**src/rtl/mem_arb_pkg.sv**
```systemverilog
// mem_arb_pkg: shared types and constants for the instruction/data memory arbiter.
//   state_t        - arbiter FSM states
//   owner_t        - which requester owns the current transaction (OWN_I fetch, OWN_D data)
//   STARVE_MAX_DEF - default number of back-to-back data grants tolerated while a fetch waits
//   CNT_W          - width of the saturating starvation counter
package mem_arb_pkg;

  typedef enum logic [1:0] {
    IDLE   = 2'd0,
    ISSUE  = 2'd1,
    WAIT_I = 2'd2,
    WAIT_D = 2'd3
  } state_t;

  typedef enum logic {
    OWN_I = 1'b0,
    OWN_D = 1'b1
  } owner_t;

  localparam int STARVE_MAX_DEF = 4;
  localparam int CNT_W          = 3;

endpackage

```
**src/rtl/mem_arb_prio.sv**
```systemverilog
// mem_arb_prio: requester selection for the memory arbiter.
// Data wins by default; fetch wins when it is the only requester, or when the
// data side has already taken STARVE_MAX consecutive grants past a waiting fetch.
//   if_req - fetch request pending
//   d_req  - data request pending
//   count  - consecutive data grants while fetch was waiting
//   sel    - chosen owner (only meaningful when if_req | d_req)
module mem_arb_prio
  import mem_arb_pkg::*;
#(
  parameter int STARVE_MAX = STARVE_MAX_DEF
) (
  input  logic             if_req,
  input  logic             d_req,
  input  logic [CNT_W-1:0] count,
  output owner_t           sel
);

  logic starved;

  assign starved = (count == CNT_W'(STARVE_MAX));

  always_comb begin
    sel = OWN_D;
    if (if_req && (!d_req || starved)) sel = OWN_I;
  end

endmodule

```
**src/rtl/mem_arbiter.sv**
```systemverilog
// mem_arbiter: two-master (fetch / data) arbiter in front of a single memory port,
// at most one transaction outstanding.
//   clk, rst                          - clock, synchronous active-high reset
//   if_req/if_addr -> if_gnt          - fetch request and acceptance strobe
//   if_rvalid/if_rdata                - fetch response (same cycle as m_rvalid)
//   d_req/d_we/d_addr/d_wdata/d_wstrb - data request
//   d_gnt, d_rvalid/d_rdata           - data acceptance, response or write ack
//   m_req/m_we/m_addr/m_wdata/m_wstrb - memory request, held until m_ready
//   m_ready                           - memory accepts m_req this cycle
//   m_rvalid/m_rdata                  - memory response, one per accepted request
//   err                               - sticky: a response arrived with nothing outstanding
module mem_arbiter
  import mem_arb_pkg::*;
#(
  parameter int STARVE_MAX = STARVE_MAX_DEF,
  parameter int AW         = 32
) (
  input  logic          clk,
  input  logic          rst,
  input  logic          if_req,
  input  logic [AW-1:0] if_addr,
  output logic          if_gnt,
  output logic          if_rvalid,
  output logic [31:0]   if_rdata,
  input  logic          d_req,
  input  logic          d_we,
  input  logic [AW-1:0] d_addr,
  input  logic [31:0]   d_wdata,
  input  logic [3:0]    d_wstrb,
  output logic          d_gnt,
  output logic          d_rvalid,
  output logic [31:0]   d_rdata,
  output logic          m_req,
  output logic          m_we,
  output logic [AW-1:0] m_addr,
  output logic [31:0]   m_wdata,
  output logic [3:0]    m_wstrb,
  input  logic          m_ready,
  input  logic          m_rvalid,
  input  logic [31:0]   m_rdata,
  output logic          err
);

  state_t           state_q, state_d;
  owner_t           own_q, sel;
  logic             we_q;
  logic [AW-1:0]    addr_q;
  logic [31:0]      wdata_q;
  logic [3:0]       wstrb_q;
  logic [CNT_W-1:0] cnt_q, cnt_d;
  logic             err_q;
  logic             any_req;
  logic             take;

  assign any_req = if_req | d_req;
  assign take    = (state_q == IDLE) && any_req;

  mem_arb_prio #(.STARVE_MAX(STARVE_MAX)) u_prio (
    .if_req (if_req),
    .d_req  (d_req),
    .count  (cnt_q),
    .sel    (sel)
  );

  // NOTE: sequential state uses non-blocking assignments so every register
  // samples pre-edge values regardless of statement order.
  always_ff @(posedge clk) begin
    if (rst) begin
      state_q <= IDLE;
      cnt_q   <= '0;
      err_q   <= 1'b0;
    end else begin
      state_q <= state_d;
      cnt_q   <= cnt_d;
      // Response with nothing outstanding (includes a late one after reset).
      if (m_rvalid && (state_q == IDLE || state_q == ISSUE)) err_q <= 1'b1;
    end
  end

  // NOTE: the latched request fields carry no reset; every output they feed is
  // qualified by the ISSUE state, so their power-up contents are never visible.
  always_ff @(posedge clk) begin
    if (take) begin
      own_q <= sel;
      if (sel == OWN_D) begin
        we_q    <= d_we;
        addr_q  <= d_addr;
        wdata_q <= d_wdata;
        wstrb_q <= d_wstrb;
      end else begin
        we_q    <= 1'b0;
        addr_q  <= if_addr;
        wdata_q <= '0;
        wstrb_q <= '0;
      end
    end
  end

  // Starvation counter: only counts data selections made past a waiting fetch.
  always_comb begin
    cnt_d = cnt_q;
    if (take) begin
      if (sel == OWN_I || !if_req) cnt_d = '0;
      else if (cnt_q != '1)        cnt_d = cnt_q + CNT_W'(1);
    end
  end

  // NOTE: every signal written here gets a default first, so no path leaves a
  // value unassigned and no latch is inferred.
  always_comb begin
    state_d   = state_q;
    m_req     = 1'b0;
    m_we      = 1'b0;
    m_addr    = '0;
    m_wdata   = '0;
    m_wstrb   = '0;
    if_gnt    = 1'b0;
    d_gnt     = 1'b0;
    if_rvalid = 1'b0;
    d_rvalid  = 1'b0;
    if_rdata  = '0;
    d_rdata   = '0;
    err       = err_q & ~rst;

    unique case (state_q)
      IDLE: begin
        if (any_req) state_d = ISSUE;
      end
      ISSUE: begin
        m_req   = 1'b1;
        m_we    = we_q;
        m_addr  = addr_q;
        m_wdata = wdata_q;
        m_wstrb = wstrb_q;
        if (m_ready) begin
          if_gnt  = (own_q == OWN_I);
          d_gnt   = (own_q == OWN_D);
          state_d = (own_q == OWN_I) ? WAIT_I : WAIT_D;
        end
      end
      WAIT_I: begin
        if (m_rvalid) begin
          if_rvalid = 1'b1;
          if_rdata  = m_rdata;
          state_d   = IDLE;
        end
      end
      WAIT_D: begin
        if (m_rvalid) begin
          d_rvalid = 1'b1;
          d_rdata  = m_rdata;
          state_d  = IDLE;
        end
      end
      default: state_d = IDLE;
    endcase

    // Outputs sit at their reset values for the whole time rst is high.
    if (rst) begin
      m_req     = 1'b0;
      m_we      = 1'b0;
      m_addr    = '0;
      m_wdata   = '0;
      m_wstrb   = '0;
      if_gnt    = 1'b0;
      d_gnt     = 1'b0;
      if_rvalid = 1'b0;
      d_rvalid  = 1'b0;
      if_rdata  = '0;
      d_rdata   = '0;
    end
  end

endmodule
```
**config.mk**
```make
export PLATFORM = sky130hd
export DESIGN_NAME = mem_arbiter
export DESIGN_NICKNAME = d
export VERILOG_FILES = /design/src/rtl/mem_arb_pkg.sv /design/src/rtl/mem_arb_prio.sv /design/src/rtl/mem_arbiter.sv
export SDC_FILE = /design/constraint.sdc
export NUM_CORES = 1
export LEC_CHECK = 0
export ABC_CLOCK_PERIOD_IN_PS = 17600
export BUFFER_PORTS_ARGS = -buffer_cell sky130_fd_sc_hd__buf_2
export CAP_MARGIN = 20
export CORE_AREA = 2 2 109 111
export DETAILED_ROUTE_END_ITERATION = 10
export DIE_AREA = 0 0 111 113
export PLACE_DENSITY = 0.73
export SYNTH_ARGS = -nofsm -noshare
export SYNTH_HDL_FRONTEND = slang
export SYNTH_SLANG_ARGS = --single-unit
```
**constraint.sdc**
```tcl
create_clock -name clk -period 17.6 [get_ports clk]
set_input_delay 1.76 -clock clk [delete_from_list [all_inputs] [get_ports clk]]
set_output_delay 1.76 -clock clk [all_outputs]
set_load 0.01 [all_outputs]
```
==> reports/results.env <==
FINISH.INSTANCE_AREA_SQ_MM=0.00599
CTS.ROOT.BUFFER_CELL='sky130_fd_sc_hd__clkbuf_16'
FIRST_GLOBAL_VIAS=3305
POSTCTSSETUPBUFFERS=0
SYNTH-SEQ-AREA-SHARE_PCT=52.2
ROUTE.DETAILED.DRC=0
HOLD_PATH_END='err_q$_SDFFE_PP0P_'
CLKTRANSATPATHREGS_NS=0.06
FIRST_PASS_ITERS=4
ROUTE.ANTENNA.REMAINING_NETS=0
WORST_ENDPOINT_REQUIRED_TIME_NS=15.84
SYNTH_LARGEST_TYPE_AREA_FRACTION_PCT=49.4
IO_BUFFERS=277
VDD_DROP_MAX_mV=0.0462
CP_CELL_SEQUENCE='buf_2 > nand2_1 > nor3b_4 > and2_1 > buf_2'
YS_DOMINANT_REG_CELL='sky130_fd_sc_hd__edfxtp_1'
ASYNC_FLOP_SHARE_PCT=0
DETAIL_ROUTE.WIRELENGTH_MICRONS=11800
CRITICAL_PATH.TOP_DELAY_FAMILY='simple AND/OR/NAND/NOR gates'
CTS_H_TREE_LVLS=3
GRT_REMAINING_OVERFLOW=0
LAYOUT-DRIVE-GT1-SHARE_PCT=54.5
CORE.ROWCOUNT=39
NUMCTSBUFFERS=9
PATH_CLASS='in -> out'
DIEAREA_SQ_MM=0.0125
SYNTH_MOST_COMMON_CELL='sky130_fd_sc_hd__and2_1'
DPL.HPWL_MICRONS=9280
GRT_MAX_DEGREE=73
FINAL_TNS_SETUP_NS=0
WORSTSETUPENDPOINTTYPE='output port'
NUMBER_OF_SYNTHESIZED_FLOPS_WITH_AN_ENABLE_PIN=70
FINALHOLDVIOLATIONS=0
MAX_SLEW_MARGIN_PCT=38.5
HOLD-PATH-CELL-COUNT=2
WORSTSETUPSTARTPOINTTYPE='input pin'
ROUTED-VIA-COUNT=3489
SYNTH.TOP_CELLS.BY_AREA='sky130_fd_sc_hd__edfxtp_1 49%, sky130_fd_sc_hd__and2_1 25%, sky130_fd_sc_hd__mux2_4 11%'
POST_CTS_HOLD_BUFFER_COUNT=0
TOTAL_LEAKAGE_POWER_nW=3.09
SYNTH_NETS=483
CP.DEPTH=5
GRTUSAGETOTAL_PCT=18.0
CRITICAL_PATH_BUF_INV_COUNT=2
PLACED_AREA_SQ_MM=0.00565
CLOCK_TREE_FROM_TRITONCTS='yes'
CP_DATA_ARRIVAL_TIME_NS=3.10
SLEW_VIOL_FINAL=0
CORE_AREA_SQ_MM=0.0113
TOP_LEVEL_PORTS=278
YOSYS_WARNINGS=0
TIMING.FMAX_MHz=206
SYN-MEAN-INSTANCE-AREA_SQ_UM=12.5
PLACEMENT.SETUP.WORST_SLACK_NS=12.43
WORSTHOLDSTART='err_q$_SDFFE_PP0P_'
NFILLCELLS=964
TIMING.RR.END='addr_q[31]$_DFFE_PP_'
SLACK_OF_THE_WORST_REG_TO_REG_PATH_NS=15.23
YS_FF_LATCH=76
CRIT_PATH_FREQUENT_CELL='sky130_fd_sc_hd__buf_2'
CP_MAX_FANOUT=33
GRT_ANTENNA_BEFORE_REPAIR=4
AREA_GROWTH_SYN_TO_LAYOUT_PCT=40.8
FF2FF_PATH_DEPTH=5
FINALNETCOUNT=750
CRITICAL-PATH-MAX-STAGE-DELAY_NS=0.74
WORSTHOLDPATHTYPE='reg -> reg'
DIE_HEIGHT_MICRONS=113
GRT_PASS1_WL_MICRONS=17300
CLOCK-SKEW-FINAL_NS=0.00761
REG2REG_FROM='cnt_q[0]$_SDFFE_PP0P_'
SYNTH_TOP_CELLS_BY_COUNT='170 x sky130_fd_sc_hd__and2_1, 70 x sky130_fd_sc_hd__edfxtp_1, 32 x sky130_fd_sc_hd__mux2_4'
RSZ0062_AT_GRT='false'
DR.FIRST_ITER.DRC_COUNT=147
SYNTH.LARGEST_AREA_CELL='sky130_fd_sc_hd__edfxtp_1'
SLOWEST_CP_CELL='sky130_fd_sc_hd__nor3b_4'
SYNTH_CELLS=341
MAXCAPVIOLATIONS=0
CLK_PATH_BUF_DEPTH=2
CLK-INSERTION-DELAY-LATE_NS=0.33
GP_CONGESTION=0.971
POST_SYNTH_INSTANCE_AREA_SQ_MM=0.00425
DRT_WL_CELL_MICRONS=15.5
INITIAL_UTILIZATION_PCT=37.7
DIE_WIDTH_MICRONS=111
STATUS='finished, final reports clean'
TOTAL_POWER_PER_UNIT_CELL_AREA_mW_PER_MM2=81.7
SYNTHDISTINCTLIBCELLS=35
TIGHTEST_SLEW_NS=0.923
NUMCLOCKSINKS=76
VIAS_PER_CELL=4.60
FINALCRITPERIODSHARE_PCT=27.6
SETUP_SLACK_NS=12.74
POST_ROUTE_MINIMUM_PERIOD_NS=4.86
SETUP_VIOL_COUNT_FINAL=0
FIN_HOLD_WS_NS=0.506
CTS.REPAIR.RESIZED=0
[kinds of logic (layout without fill, tap and decap cells)]
| family | Yosys count | in the layout | share of synthesized area (%) |
|---|---|---|---|
| fa+ha+maj | 3 | 3 | 0.882 |
| mux | 32 | 32 | 11.3 |
| flops | 76 | 76 | 52.2 |
| buf+inv | 27 | 299 | 4.79 |
| compound gates | 11 | 11 | 2.09 |
| other cells | 0 | 3 | 0 |
| simple gates | 192 | 192 | 28.7 |
[how the worst max path moves through the flow]
stage	startpoint	endpoint	slack (ns)
2_1_floorplan	if_req	addr_q[0]$_DFFE_PP_	10.41
3_3_place_gp	m_rvalid	d_rdata[0]	12.61
3_5_place_dp	rst	d_rdata[24]	12.43
4_1_cts	rst	d_rdata[24]	12.43
5_1_grt	m_rvalid	d_rdata[19]	12.56
6_report	m_rvalid	d_rdata[24]	12.74
[cell usage in the layout (no fill, tap or decap), types with 4 or more instances in the layout]
cell,netlist,final
sky130_fd_sc_hd__mux2_4,32,32
sky130_fd_sc_hd__edfxtp_1,70,70
sky130_fd_sc_hd__buf_2,5,277
sky130_fd_sc_hd__clkbuf_16,0,9
sky130_fd_sc_hd__nor2_1,4,4
sky130_fd_sc_hd__and2_1,170,170
sky130_fd_sc_hd__dfxtp_1,6,6
[registers in the layout, indices dropped and copies added, names as in the netlist]
signal,cells
addr_q,32
cnt_q,3
err_q,1
own_q,1
state_q,2
wdata_q,32
we_q,1
wstrb_q,4
[routing by layer]
metal  wire length, microns  track usage, %  part of all wire, %
met1                   3920            17.1                   33
met2                   6550            35.4                   56
met3                    891            4.28                  7.6
met4                    399            10.1                  3.4
met5                     11               0                0.093
[per-stage QoR]
| step | util, % | instances | power (mW) |
|---|---|---|---|
| finish | 53.1 | 759 | 0.489 |
| global route | 53.1 | 759 | 0.508 |
| CTS | 52.9 | 755 | 0.496 |
| detailed placement | 50.1 | 739 | 0.300 |
| global placement | 50.1 | 739 | 0.297 |
| floorplan | - | 341 | 0.270 |
[layout make-up]
cell class / instances / area [sq um] / area share [%]
flip-flops and latches: 76 / 2220 / 37.1
multi-input cells: 238 / 1840 / 30.7
repair buffers: 280 / 1410 / 23.6
clock buffers: 9 / 225 / 3.76
well taps: 143 / 179 / 2.99
clock inverters: 7 / 92.6 / 1.55
inverters: 3 / 11.3 / 0.188
diodes: 3 / 7.51 / 0.125
[report_power, final]
group          switching (mW)  total [mW]  internal (mW)
registers             0.00452       0.224          0.219
clock network          0.0809       0.195          0.114
logic                  0.0353      0.0708         0.0356
total                   0.121       0.489          0.369
[tightest hold or removal path, cell delays in order, from the launching register on]
cell	delay (ns)
sky130_fd_sc_hd__dfxtp_1	0.33
sky130_fd_sc_hd__a21oi_1	0.04
sky130_fd_sc_hd__nor2_1	0.09
(Power assumes the default switching activity.)
